**src/rtl/clock_period_meter.sv**
```systemverilog
`timescale 1ns/1ps
// clock_period_meter: recovers rising edges of a slow asynchronous clock and measures its period.
// Define CLOCK_PERIOD_METER_DUTY_EN to also report the high time of each period on o_high_time.
module clock_period_meter #(
    parameter int CNT_WIDTH   = 16,
    parameter int STUCK_LIMIT = 1000
) (
    input  logic                 i_clk,
    input  logic                 i_reset,
    input  logic                 i_enable,
    input  logic                 i_sig_clk,
    output logic                 o_rise,
    output logic [CNT_WIDTH-1:0] o_period,
    output logic                 o_period_valid,
    input  logic                 i_period_ready,
    output logic                 o_stuck,
`ifdef CLOCK_PERIOD_METER_DUTY_EN
    output logic [CNT_WIDTH-1:0] o_high_time,
`endif
    output logic                 o_overrun
);

    localparam logic [1:0] ST_IDLE    = 2'd0;
    localparam logic [1:0] ST_MEASURE = 2'd1;
    localparam logic [1:0] ST_STUCK   = 2'd2;

    localparam logic [CNT_WIDTH-1:0] CNT_MAX   = '1;
    localparam logic [CNT_WIDTH-1:0] CNT_ONE   = CNT_WIDTH'(1);
    localparam logic [CNT_WIDTH-1:0] CNT_LIMIT = CNT_WIDTH'(STUCK_LIMIT);

    logic                 sync1_q, sync1_d;
    logic                 sync2_q, sync2_d;
    logic                 sync3_q, sync3_d;
    logic                 rise_q, rise_d;
    logic [1:0]           state_q, state_d;
    logic [CNT_WIDTH-1:0] cnt_q, cnt_d;
    logic                 stuck_q, stuck_d;
    logic [CNT_WIDTH-1:0] period_q, period_d;
    logic                 valid_q, valid_d;
    logic                 overrun_q, overrun_d;
    logic                 emit;

`ifdef CLOCK_PERIOD_METER_DUTY_EN
    logic                 fall_q, fall_d;
    logic [CNT_WIDTH-1:0] hcnt_q, hcnt_d;
    logic                 hdone_q, hdone_d;
    logic [CNT_WIDTH-1:0] high_q, high_d;
`endif

    // sync1/sync2 resolve metastability; sync3 is the history bit for edge detection.
    always_comb begin
        sync1_d = i_sig_clk;
        sync2_d = sync1_q;
        sync3_d = sync2_q;
        rise_d  = sync2_q & ~sync3_q;
    end

    // NOTE: every signal driven here gets a default first, so no path can infer a latch.
    always_comb begin
        state_d = state_q;
        cnt_d   = cnt_q;
        stuck_d = stuck_q;
        emit    = 1'b0;
        if (!i_enable) begin
            state_d = ST_IDLE;
            cnt_d   = '0;
            stuck_d = 1'b0;
        end else begin
            case (state_q)
                ST_IDLE: begin
                    cnt_d = '0;
                    if (rise_q) begin
                        state_d = ST_MEASURE;
                        cnt_d   = CNT_ONE;
                    end
                end
                ST_MEASURE: begin
                    if (rise_q) begin
                        emit  = 1'b1;
                        cnt_d = CNT_ONE;
                    end else if (cnt_q == CNT_LIMIT) begin
                        state_d = ST_STUCK;
                        stuck_d = 1'b1;
                    end else if (cnt_q != CNT_MAX) begin
                        cnt_d = cnt_q + CNT_ONE;
                    end
                end
                ST_STUCK: begin
                    // The interval spanning a stall is meaningless, so restart without emitting.
                    if (rise_q) begin
                        state_d = ST_MEASURE;
                        cnt_d   = CNT_ONE;
                        stuck_d = 1'b0;
                    end
                end
                default: begin
                    state_d = ST_IDLE;
                    cnt_d   = '0;
                    stuck_d = 1'b0;
                end
            endcase
        end
    end

`ifdef CLOCK_PERIOD_METER_DUTY_EN
    // High-time counter runs from each rise and freezes at the first fall after it.
    always_comb begin
        fall_d  = ~sync2_q & sync3_q;
        hcnt_d  = hcnt_q;
        hdone_d = hdone_q;
        if (rise_q) begin
            hcnt_d  = CNT_ONE;
            hdone_d = 1'b0;
        end else if (fall_q) begin
            hdone_d = 1'b1;
        end else if (!hdone_q && hcnt_q != CNT_MAX) begin
            hcnt_d = hcnt_q + CNT_ONE;
        end
    end
`endif

    always_comb begin
        period_d  = period_q;
        valid_d   = valid_q;
        overrun_d = overrun_q;
`ifdef CLOCK_PERIOD_METER_DUTY_EN
        high_d    = high_q;
`endif
        if (valid_q && i_period_ready) begin
            valid_d = 1'b0;
        end
        // A same-cycle accept frees the slot, so the new value slips in without a bubble.
        if (emit) begin
            if (!valid_q || i_period_ready) begin
                period_d = cnt_q;
                valid_d  = 1'b1;
`ifdef CLOCK_PERIOD_METER_DUTY_EN
                high_d   = hcnt_q;
`endif
            end else begin
                overrun_d = 1'b1;
            end
        end
    end

    // NOTE: non-blocking assignments so every flop samples the pre-edge value of its neighbours.
    always_ff @(posedge i_clk or posedge i_reset) begin
        if (i_reset) begin
            sync1_q   <= 1'b0;
            sync2_q   <= 1'b0;
            sync3_q   <= 1'b0;
            rise_q    <= 1'b0;
            state_q   <= ST_IDLE;
            cnt_q     <= '0;
            stuck_q   <= 1'b0;
            period_q  <= '0;
            valid_q   <= 1'b0;
            overrun_q <= 1'b0;
`ifdef CLOCK_PERIOD_METER_DUTY_EN
            fall_q    <= 1'b0;
            hcnt_q    <= '0;
            hdone_q   <= 1'b0;
            high_q    <= '0;
`endif
        end else begin
            sync1_q   <= sync1_d;
            sync2_q   <= sync2_d;
            sync3_q   <= sync3_d;
            rise_q    <= rise_d;
            state_q   <= state_d;
            cnt_q     <= cnt_d;
            stuck_q   <= stuck_d;
            period_q  <= period_d;
            valid_q   <= valid_d;
            overrun_q <= overrun_d;
`ifdef CLOCK_PERIOD_METER_DUTY_EN
            fall_q    <= fall_d;
            hcnt_q    <= hcnt_d;
            hdone_q   <= hdone_d;
            high_q    <= high_d;
`endif
        end
    end

    assign o_rise         = rise_q;
    assign o_period       = period_q;
    assign o_period_valid = valid_q;
    assign o_stuck        = stuck_q;
    assign o_overrun      = overrun_q;
`ifdef CLOCK_PERIOD_METER_DUTY_EN
    assign o_high_time    = high_q;
`endif

endmodule

```
**config.mk**
```make
export PLATFORM = sky130hd
export DESIGN_NAME = clock_period_meter
export DESIGN_NICKNAME = d
export VERILOG_FILES = /design/src/rtl/clock_period_meter.sv
export SDC_FILE = /design/constraint.sdc
export NUM_CORES = 1
export LEC_CHECK = 0
export ABC_AREA = 1
export BUFFER_PORTS_ARGS = -buffer_cell sky130_fd_sc_hd__buf_2
export CORE_ASPECT_RATIO = 2
export CORE_UTILIZATION = 53
export CTS_CLUSTER_DIAMETER = 150
export DETAILED_ROUTE_END_ITERATION = 7
export HOLD_SLACK_MARGIN = 0.08
export PLACE_DENSITY = 0.78
export SYNTH_ARGS = -nofsm -noshare
export SYNTH_HDL_FRONTEND = slang
export SYNTH_SLANG_ARGS = --single-unit
```
**constraint.sdc**
```tcl
create_clock -name i_clk -period 2.73 [get_ports i_clk]
set_clock_uncertainty 0.15 [all_clocks]
set_input_delay 0 -clock i_clk [delete_from_list [all_inputs] [get_ports i_clk]]
set_output_delay 0 -clock i_clk [all_outputs]
set_load 0.02 [all_outputs]
```
==> flow_metrics.env <==
export IMPL_cts_root_buf="clkbuf_8"
export IMPL_synth_seq_cells=41
export IMPL_crit_slowest_cell="dfrtp_1"
export IMPL_p_comb_share_pct=8.8
export IMPL_critPathLaunchType="flip-flop"
export IMPL_leakage_nw=1.22
export IMPL_final_max_slew_viol_count=0
export IMPL_synth_top_area_cell="dfrtp_1"
export IMPL_die_width_um=46.7
export IMPL_clkLatencyLatePin_ns=0.29
export IMPL_nNetsFinal=319
export IMPL_syn_num_nets=290
export IMPL_area_growth_pct=12.8
export IMPL_hp_class="in -> reg"
export IMPL_maxCapViolCount=0
export IMPL_clk_path_buf_depth=2
export IMPL_swShare_pct=24.4
export IMPL_ant_nets=0
export IMPL_dp_cells=352
export IMPL_die_area_um2=4270
export IMPL_seq_area_um2=1030
export IMPL_rsz0062_at_grt="false"
export IMPL_required_ns=2.75
export IMPL_cp_slowest_stage_delay_ns=0.41
export IMPL_seq_area_frac_synth_pct=48.4
export IMPL_final_common_cell="nand2_1"
export IMPL_synthCells=283
export IMPL_grt_pass1_vias=1755
export IMPL_track_usage_pct=24.2
export IMPL_routedWlPerCell_um=12.7
export IMPL_period_needed_ns=1.87
export IMPL_cpLargestDelayFamily="simple AND/OR/NAND/NOR gates"
export IMPL_period_share_pct=68.6
export IMPL_rows=32
export IMPL_powerDensity_nw_per_um2=462
export IMPL_p_int_mw=0.836
export IMPL_syn_area_um2=2120
export IMPL_max_freq_mhz=534
export IMPL_final_setup_tns_ns=0
export IMPL_cts_setup_buffers=0
export IMPL_cts_sinks=41
export IMPL_core_um2=3840
export IMPL_worst_r2r_path_depth=7
export IMPL_synth_top_cell_area_share_pct=48.4
export IMPL_path_class="reg -> reg"
export IMPL_gp_congestion=0.898
export IMPL_clk_pin_slew_ns=0.07
export IMPL_avgSynthCellArea_um2=7.49
export IMPL_cts_resized=0
export IMPL_grt_antenna_before_repair=0
export IMPL_pwr_share_seq_pct=57.3
export IMPL_hold_path_startpoint="i_sig_clk"
export IMPL_rr_startpoint="state_q[1]"
export IMPL_pin_count=25
export IMPL_power_frac_clock_pct=33.9
export IMPL_drt_vias_per_instance=5.29
export IMPL_ir_worst_vdd_mv=0.355
export IMPL_port_buffers=24
export IMPL_layout_cells_non_filler=364
export IMPL_grt_ovfl_total=0
export IMPL_reg2reg_slack_ns=0.86
export IMPL_synth_warnings=0
export IMPL_cp_end_kind="flip-flop"
export IMPL_synthDistinctLibCells=24
export IMPL_cts_buffers=5
export IMPL_fill_cells=401
export IMPL_p_switching_mw=0.270
export IMPL_initial_core_util_pct=55.2
export IMPL_maxSlewHeadroom_pct=32.8
export IMPL_n_antenna_cell=0
export IMPL_grt_start_max_net_pins=29
export IMPL_cts_tree="done"
export IMPL_status="finished clean"
export IMPL_dp_hpwl_um=3490
export IMPL_grt_pass1_wl_um=7550
export IMPL_crit_chain="nor2_2 > nand2_1 > inv_1 > nand3_1 > buf_4 > nand2_1 > o21ai_0"
export IMPL_drive_above_1_share_pct=12.1
export IMPL_r2r_end="o_period[15]"
export IMPL_utilization_pct=62.2
export IMPL_multiInputGateArea_um2=935
export IMPL_synthTopCellsByArea="dfrtp_1 48%, nand2_1 17%, nor2_1 6.4%"
export IMPL_drt_initial_drc_count=65
export IMPL_crit_fanout=22
export IMPL_cts_hold_buf=4
export IMPL_min_path_cells=2
export IMPL_dr_pass1_iters=4
export IMPL_crit_top_cell="nand2_1"
export IMPL_cts_htree_levels=2
export IMPL_worst_path_buf_inv=2
export IMPL_wirelength_um=4640
export IMPL_hold_viol=0
export IMPL_tightest_slew_ns=1.01
export IMPL_die_h_um=91.5
export IMPL_final_cell_mix="96 x nand2_1, 41 x dfrtp_1, 36 x nor2_1, 28 x inv_1, 24 x buf_2"
export IMPL_hold_end="sync1_q"
export IMPL_drc_errors=0
export IMPL_num_vias=1924
export IMPL_finalSetupViolCount=0
export IMPL_crit_arrival_ns=1.89
## sequential cells by signal, indices dropped and copies added, names as in the netlist
signal and cells:
cnt_q 16, o_overrun 1, o_period 16, o_period_valid 1, o_rise 1, o_stuck 1, state_q 2, sync1_q 1
sync2_q 1, sync3_q 1
## cell usage after synthesis (all sizes together)
cell type and n:
buf 5, o31ai 1, o211ai 3, inv 28, clkbuf 4, o21bai 1, nor3 4, ha 2
a21oi 5, o21ai 20, a31oi 1, mux2 1, dfrtp 41, nand3b 4, nand3 20, nor2 38
nand2 99, nand4 6
## power by group through the flow
stage,Combinational [mW],Clock (mW),Sequential [mW]
after CTS,0.0988,0.380,0.633
after global routing,0.109,0.407,0.635
after floorplan,0.0555,0,0.654
after global placement,0.0916,0,0.644
final,0.0977,0.374,0.633
after detailed placement,0.0941,0,0.645
## worst max path at each step
stage | to | slack [ns] | cells after the start | from
after global placement | o_period[12] | 0.89 | 7 | state_q[1]
after floorplan | cnt_q[10] | 1.13 | 10 | cnt_q[0]
after detailed placement | o_period[13] | 0.89 | 7 | state_q[1]
final | o_period[15] | 0.86 | 7 | state_q[1]
after global routing | o_period[4] | 0.67 | 8 | state_q[0]
after CTS | o_period[13] | 0.86 | 7 | state_q[1]
## final cells by class
cell class | count | area share (%)
clock buffers | 8 | 3.35
inverters | 28 | 4.39
multi-input cells | 205 | 39.1
flip-flops and latches | 41 | 42.9
well taps | 51 | 2.67
repair buffers | 31 | 7.64
## metal layers
metal  track usage [%]  up-vias  part of all wire (%)
met1              26.2      877                    39
met3              4.57       17                   4.0
li1                  -      962                     -
met2              39.9       68                    53
met5                 0        -                     0
met4              15.7        0                   4.1
## per-stage QoR
step                      power [mW]  worst slack, ns  area, um^2  hold WS (ns)
after global placement         0.736            0.893        2270       -0.0422
after CTS                       1.11            0.864        2390         0.197
final                           1.11            0.856        2390         0.208
after detailed placement       0.739            0.886        2270       -0.0381
after global routing            1.15            0.669        2390         0.203
after floorplan                0.709             1.13        2120        -0.119
## worst register-to-register path, delay by kind of cell, from the launching register on
kind | cells | cell delay (ns)
AOI/OAI and AO/OA | 1 | 0.07
buffers and inverters | 2 | 0.47
and+or+nand+nor | 4 | 0.67
DFF | 1 | 0.41
## cell families after synthesis
| kind of cell | Yosys count | synth area share (%) |
|---|---|---|
| and+or+nand+nor | 171 | 34.4 |
| muxes | 1 | 0.531 |
| DFF | 41 | 48.4 |
| AOI/OAI and AO/OA | 31 | 7.96 |
| buffers and inverters | 37 | 7.55 |
| adders and majority gates | 2 | 1.18 |
(Power assumes the default switching activity.)
